**config.mk**
```make
export PLATFORM = sky130hd
export DESIGN_NAME = npc_seq
export DESIGN_NICKNAME = d
export VERILOG_FILES = /design/src/rtl/npc_seq.sv
export SDC_FILE = /design/constraint.sdc
export NUM_CORES = 1
export LEC_CHECK = 0
export BUFFER_PORTS_ARGS = -buffer_cell sky130_fd_sc_hd__buf_2
export CAP_MARGIN = 20
export CORE_MARGIN = 10
export CORE_UTILIZATION = 52
export CTS_BUF_LIST = sky130_fd_sc_hd__clkbuf_16
export DETAILED_ROUTE_END_ITERATION = 8
export PLACE_DENSITY_LB_ADDON = 0.12
export SLEW_MARGIN = 10
export SYNTH_ARGS = -nofsm -noshare
export SYNTH_HDL_FRONTEND = slang
export SYNTH_SLANG_ARGS = --single-unit
```
**constraint.sdc**
```tcl
create_clock -name clk -period 4.19 [get_ports clk]
set_input_delay 0.419 -clock clk [delete_from_list [all_inputs] [get_ports clk]]
set_output_delay 0.419 -clock clk [all_outputs]
set_load 0.01 [all_outputs]
```
**src/rtl/npc_seq.sv**
```systemverilog
// npc_seq: multi-cycle instruction sequencer for the NPC core.
// Owns the PC and steps each instruction through fetch, execute, optional
// memory access and writeback. Every output is a register or is decoded from
// the state register, so no input reaches an output combinationally.
module npc_seq #(
  parameter logic [31:0] RESET_PC = 32'h8000_0000,
  parameter int unsigned TIMEOUT  = 1024
) (
  input  logic        clk,
  input  logic        rst_n,
  output logic        ifu_req_valid,
  input  logic        ifu_req_ready,
  output logic [31:0] ifu_addr,
  input  logic        ifu_rsp_valid,
  input  logic [31:0] ifu_rsp_inst,
  output logic [31:0] inst,
  input  logic        dec_load,
  input  logic        dec_store,
  input  logic        dec_rd_wen,
  input  logic        dec_ebreak,
  input  logic [31:0] alu_next_pc,
  output logic        lsu_req_valid,
  output logic        lsu_wen,
  input  logic        lsu_req_ready,
  input  logic        lsu_rsp_valid,
  input  logic [31:0] lsu_rdata,
  output logic [31:0] rdata,
  output logic [31:0] pc,
  output logic        rf_wen,
  output logic [31:0] instret,
  output logic        halt,
  output logic        err,
  output logic [1:0]  err_code
);

  localparam logic [2:0] S_FETCH = 3'd0;
  localparam logic [2:0] S_IWAIT = 3'd1;
  localparam logic [2:0] S_EXEC  = 3'd2;
  localparam logic [2:0] S_MREQ  = 3'd3;
  localparam logic [2:0] S_MWAIT = 3'd4;
  localparam logic [2:0] S_WB    = 3'd5;
  localparam logic [2:0] S_HALT  = 3'd6;
  localparam logic [2:0] S_ERR   = 3'd7;

  localparam logic [1:0] E_NONE  = 2'b00;
  localparam logic [1:0] E_FETCH = 2'b01;
  localparam logic [1:0] E_MEM   = 2'b10;
  localparam logic [1:0] E_ALIGN = 2'b11;

  // The watchdog counter holds (cycles already spent - 1) in a wait state,
  // so the cycle where it equals this value is the last one allowed.
  localparam logic [15:0] TO_LAST = 16'(TIMEOUT - 32'd1);

  logic [2:0]  state_r;
  logic [2:0]  next_s;
  logic [1:0]  err_code_r;
  logic [1:0]  err_next_s;
  logic [15:0] wdog_r;
  logic [31:0] pc_r;
  logic [31:0] inst_r;
  logic [31:0] rdata_r;
  logic [31:0] instret_r;
  logic        store_r;
  logic        wen_ok_r;
  logic        wdog_expire_s;

  function automatic logic is_aligned(input logic [31:0] addr);
    return (addr[1:0] == 2'b00);
  endfunction

  assign wdog_expire_s = (wdog_r == TO_LAST);

  // Next-state and error-cause selection.
  always_comb begin
    next_s     = state_r;
    err_next_s = err_code_r;
    case (state_r)
      S_FETCH: begin
        if (ifu_req_ready) next_s = S_IWAIT;
        else               next_s = S_FETCH;
      end
      S_IWAIT: begin
        if (ifu_rsp_valid) begin
          next_s = S_EXEC;
        end else if (wdog_expire_s) begin
          next_s     = S_ERR;
          err_next_s = E_FETCH;
        end else begin
          next_s = S_IWAIT;
        end
      end
      S_EXEC: begin
        if (dec_ebreak)                 next_s = S_HALT;
        else if (dec_load || dec_store) next_s = S_MREQ;
        else                            next_s = S_WB;
      end
      S_MREQ: begin
        if (lsu_req_ready) next_s = S_MWAIT;
        else               next_s = S_MREQ;
      end
      S_MWAIT: begin
        if (lsu_rsp_valid) begin
          next_s = S_WB;
        end else if (wdog_expire_s) begin
          next_s     = S_ERR;
          err_next_s = E_MEM;
        end else begin
          next_s = S_MWAIT;
        end
      end
      S_WB: begin
        if (is_aligned(alu_next_pc)) begin
          next_s = S_FETCH;
        end else begin
          next_s     = S_ERR;
          err_next_s = E_ALIGN;
        end
      end
      S_HALT:  next_s = S_HALT;
      S_ERR:   next_s = S_ERR;
      default: next_s = S_ERR;
    endcase
  end

  // State, error cause and watchdog counter.
  always_ff @(posedge clk or negedge rst_n) begin
    if (!rst_n) begin
      state_r    <= S_FETCH;
      err_code_r <= E_NONE;
      wdog_r     <= 16'd0;
    end else begin
      state_r    <= next_s;
      err_code_r <= err_next_s;
      if (state_r == S_IWAIT || state_r == S_MWAIT) wdog_r <= wdog_r + 16'd1;
      else                                          wdog_r <= 16'd0;
    end
  end

  // Datapath registers: PC, latched instruction/load data, retire count and
  // the decoder flags captured in EXEC so outputs never depend on inputs.
  always_ff @(posedge clk or negedge rst_n) begin
    if (!rst_n) begin
      pc_r      <= RESET_PC;
      inst_r    <= 32'd0;
      rdata_r   <= 32'd0;
      instret_r <= 32'd0;
      store_r   <= 1'b0;
      wen_ok_r  <= 1'b0;
    end else begin
      if (state_r == S_IWAIT && ifu_rsp_valid) inst_r <= ifu_rsp_inst;
      if (state_r == S_MWAIT && lsu_rsp_valid && !store_r) rdata_r <= lsu_rdata;
      if (state_r == S_WB && is_aligned(alu_next_pc)) begin
        pc_r      <= alu_next_pc;
        instret_r <= instret_r + 32'd1;
      end
      if (state_r == S_EXEC) begin
        store_r  <= dec_store;
        wen_ok_r <= dec_rd_wen & ~dec_store & is_aligned(alu_next_pc);
      end
    end
  end

  assign ifu_req_valid = (state_r == S_FETCH);
  assign ifu_addr      = pc_r;
  assign pc            = pc_r;
  assign inst          = inst_r;
  assign rdata         = rdata_r;
  assign instret       = instret_r;
  assign lsu_req_valid = (state_r == S_MREQ);
  assign lsu_wen       = store_r;
  assign rf_wen        = (state_r == S_WB) & wen_ok_r;
  assign halt          = (state_r == S_HALT);
  assign err           = (state_r == S_ERR);
  assign err_code      = err_code_r;

endmodule

```
-- After elaboration in Yosys (flattened, before gate mapping)
Index checks and enable logic that the tools add are counted.
- register bits: 151
- bits of input ports: 106
- output and inout port bits: 168
- word-level logic and storage cells: 56
- add/sub/neg operators: 2
- equal/unequal tests: 13
- mux-type cells: 17
- bitwise gates (word level): 4
- reductions and logical operators: 11
- operator list (cell ; count):
    adder 32 x 1 -> 32 bit, second input constant ; 1
    case mux 3 bit (8 select lines) ; 1
    two-way mux 3 bit ; 6
    adder 16 x 1 -> 16 bit, second input constant ; 1
    equality test 16 x 10 -> 1 bit, second input constant ; 1
    two-way mux 16 bit ; 1
    two-way mux 2 bit ; 7
    equality test 3 bit, second input constant ; 4
    inequality test 2 bit, second input constant ; 5
    equality test 3 x 2 -> 1 bit, second input constant ; 2
    case mux 2 bit (3 select lines) ; 1
    AND reduction 6 bit ; 1
    logical AND 1 bit ; 4
    AND 1 bit ; 3
    equality test 3 x 1 -> 1 bit, second input constant ; 1
    zero test 3 bit ; 1
    nonzero test 3 bit ; 1
    zero test 2 bit ; 1
    logical OR 1 bit ; 2
    zero test 1 bit ; 1
    two-way mux 1 bit ; 1
    inverter 1 bit ; 1

-- Depth between registers and ports, before layout
- word-level depth: 4
- depth in mapped cells: 6
- mapped depth without buffers: 5

-- Worst setup path before layout
Ideal clock, no wire load.
- kind: input -> register
- from: input port alu_next_pc[1]
- to: register instret_r[20] (netlist: instret[20])
- setup time: 127 ps
- data arrival time: 1846 ps
- data required time: 4063 ps
- setup slack: 2217 ps
- stages: 5
- path buffers: 1
- cells stage by stage: or3b_4 or3_1 buf_6 or3_4 xnor2_2
- longest elaborated chain between the ends: 2
- RTL lines (item ; RTL line ; source):
    start, declared ; 21 ; input logic [31:0] alu_next_pc,
    zero test 2 bit ; 68 ; return (addr[1:0] == 2'b00);
    logical AND 1 bit ; 152 ; if (state_r == S_WB && is_aligned(alu_next_pc)) begin
    end signal, assigned ; 154 ; instret_r <= instret_r + 32'd1;
    end, declared ; 62 ; logic [31:0] instret_r;
Every way passes these cells.
A chain may end at the register's enable or synchronous reset.

-- Final worst setup path
- from: register state_r[0]
- to: register instret_r[20] (netlist: instret[20])
- longest elaborated chain between the ends: 2
- RTL lines (item ; RTL line ; source):
    start, declared ; 54 ; logic [2:0] state_r;
    start signal, assigned ; 132 ; state_r <= next_s;
    equality test 3 bit ; 152 ;
    logical AND 1 bit ; 152 ;
Every way passes these cells.

==> impl_results.md <==
- Most Crowded Layer GR: met2
- Status: complete, no violations
- Starting Density: 0.527
- DR pass1 iterations: 5
- Reg clk slew, reported paths: 0.06 ns
- Vias post-DR: about 4.8k
- Largest net degree at the start of global routing: 78
- Post-DP HPWL: 13.0 mm
- VDD IR-drop max: 0.368 mV
- Initial DRC Count: roughly 270
- Vias in the first global route: approximately 5k
- Met3 Use GR: 0.0772
- GR Util met1: 0.204
- ANT nets after route: 0
- Element type at the critical path end: flip-flop
- Number of synthesized flops with an enable pin: 0
- # hold bufs at CTS: 0
- Worst hold path type: primary input to asynchronous set/reset pin
- Fmax: between 0.3 and 0.4 GHz
- Final Hold Vio Count: 0
- GRT Total Usage: 0.189
- Vias per cell: 5.10
- Inserted Clock Buffers: 17
- CP Data Arrival Time: roughly 2.8 ns
- Rows: 41
- Synth warn: 0
- CTS tree: yes
- Max Buffers Root-to-Sink: 2
- Clock Latency Late Sink: 0.41 ns
- WL/cell: 17.8 µm
- Mux cell area share after synthesis: 0.164
- Final setup viols: 0
- Synth Instances: 515
- Clock sinks: approximately 150
- Synth Area in Compound Gates: 0.0263
- Post-synthesis simple-gate area fraction: 0.123
- GR met2 Demand/Resource: 0.324
- Lkg Pwr: between 4 and 5 nW
- Port Buffers: 273
- Leading area contributor after synthesis: dfrtp_1
- Post-synthesis xor/xnor area fraction: 0.0555
- PwrDens: 646 nW/µm²
- Final Slew Violations: 0
- Area delta synth->final: 28.2%
- Synth top area cells: dfrtp_1 57%, mux2_2 16%, buf_4 3.6%
- Share of post-route cells with drive strength above 1: 0.538
- Post-synthesis adder-cell area fraction: 0.00379
- Largest family of logic cells by synthesized area: multiplexers
- Post-synth top cells: 150 x dfrtp_1, 96 x mux2_2, 32 x buf_4
- DRC: 0
- Yosys cell types: between 40 and 50
- Synth top area share: 0.569
- Required time worst endpoint: 4.48 ns
- Nets@finish: roughly 860
- # fillers: a little over 1k
- Post-synth ARST share: 1.00
- Crit-path max FO: 23
- Worst-Margin Slew: 0.905 ns
- Sequential share of the synthesized area: 0.573
- Routability cong.: 0.794
- Final min period: 2.52 ns
- H-Tree Depth: 4
- First-pass GRT wire length: 26.9 mm
- Root buffer cell: clkbuf_16
- Most frequent cell after synthesis: dfrtp_1
- # IOs: 274
- Setup CP Type: flip-flop to flip-flop
- Grt ovf: 0
- Mean post-synth cell area: 12.8 µm²
- RSZ-0062 raised after global routing: false
- Skew final: 0.00653 ns
- Setup bufs post-CTS: 0
- Resized Gates After CTS: 0
- Setup tns final: 0 ns
- Die Y: 133 µm
- Die W: 133 µm
- Synthesized flop and latch total: 151
- Syn Nets: 623
- Mapped Area: 6600 µm²
- Post-route clock period utilization: 0.601
- Rel. slew slack: 0.396
- Core ar.: 12500 µm²
- Final Instance Area: 8460 µm²
- Area after DPL: 7890 µm²
- Setup crit start kind: flip-flop
- Post-synth top flop: dfrtp_1
- Initial antenna violation count: 1
- Die area: 17600 µm²
- Wirelength, routed: 16.8 mm
- Max Cap Viol: 0
kinds of logic after synthesis:
logic type / count (synthesis)
compound gates: 29
xor+xnor: 41
fa+ha+maj: 2
buf+inv: 62
flops: 151
mux: 96
simple gates: 134
through the flow:
| stage | utilization | hold WS [ns] | total power, mW | worst slack, ns | instances |
|---|---|---|---|---|---|
| floorplan | - | 0.123 | 3.34 | 2.22 | 515 |
| CTS | 0.676 | 0.0548 | 5.55 | 1.66 | 941 |
| global route | 0.676 | 0.0788 | 5.78 | 1.51 | 942 |
| finish | 0.676 | 0.0267 | 5.47 | 1.67 | 942 |
| detailed placement | 0.630 | 0.440 | 4.07 | 1.66 | 909 |
| global placement | 0.630 | 0.435 | 4.00 | 1.75 | 909 |
metal layers:
metal | part of all wire | up-vias | wire (µm)
li1 | - | 2262 | -
met1 | 0.38 | 2366 | 6420
met2 | 0.52 | 156 | 8660
met3 | 0.086 | 18 | 1440
met4 | 0.016 | 0 | 263
met5 | 0 | - | 0
sequential cells by signal (all words and copies together) (netlist names):
signal	cells
rdata	32
err_code	2
state_r	3
lsu_wen	1
wen_ok_r	1
wdog_r	16
ifu_addr	32
instret	32
inst	32
worst max-delay path, stage by stage (launching register included):
cell     delay, ns
dfrtp_1       0.73
or3b_4        0.49
or3_1         0.57
or3_4         0.48
xnor2_2       0.14
worst paths after layout:
check,from,endpoint,depth (start not counted),slack [ns]
min reg2reg,wdog_r[0]$_DFF_PN0_,wdog_r[0]$_DFF_PN0_,1,0.45
max,state_r[0]$_DFF_PN0_,instret[20]$_DFFE_PN0P_,4,1.67
max reg2reg,state_r[0]$_DFF_PN0_,instret[20]$_DFFE_PN0P_,4,1.67
max in group asynchronous,rst_n,rdata[25]$_DFFE_PN0P_,2,3.17
min,rst_n,instret[19]$_DFFE_PN0P_,1,0.03
min in group clk,ifu_rsp_inst[10],inst[10]$_DFFE_PN0P_,2,0.24
report_power, final:
part / internal [mW] / total, mW / switching (mW)
Combinational: 0.863 / 1.75 / 0.885
Sequential: 1.94 / 2.25 / 0.312
Clock: 0.915 / 1.46 / 0.550
Total: 3.72 / 5.47 / 1.75
area by class of cell:
type                    count  area, µm²  area share
flip-flops and latches    151       3780       0.447
multi-input cells         302       2470       0.292
repair buffers            277       1400       0.166
clock buffers              17        425      0.0503
well taps                 172        215      0.0254
clock inverters            15        143      0.0169
inverters                   7       26.3     0.00311
diodes                      1       2.50    0.000296
placed cells by master (no fill, tap or decap), types with 2 or more instances in the layout:
cell and instances:
buf_2 272, dfrtp_1 150, mux2_2 96, nor2_1 24
nand3_1 20, xnor2_1 20, xor2_1 20, clkbuf_16 17
nand2_1 15, nand4_1 14, o21ai_0 12, nor4_2 9
inv_1 8, and3_1 8, nor3_1 8, a21oi_1 7
clkinv_1 7, and4_1 6, nand2b_1 5, or3_1 5
and2_1 5, buf_4 4, o21a_1 3, clkinv_2 3
bufinv_16 3, nor4_1 2, a41oi_1 2, nor2b_1 2
ha_1 2
Note: power is estimated with default switching activity, not from simulation.
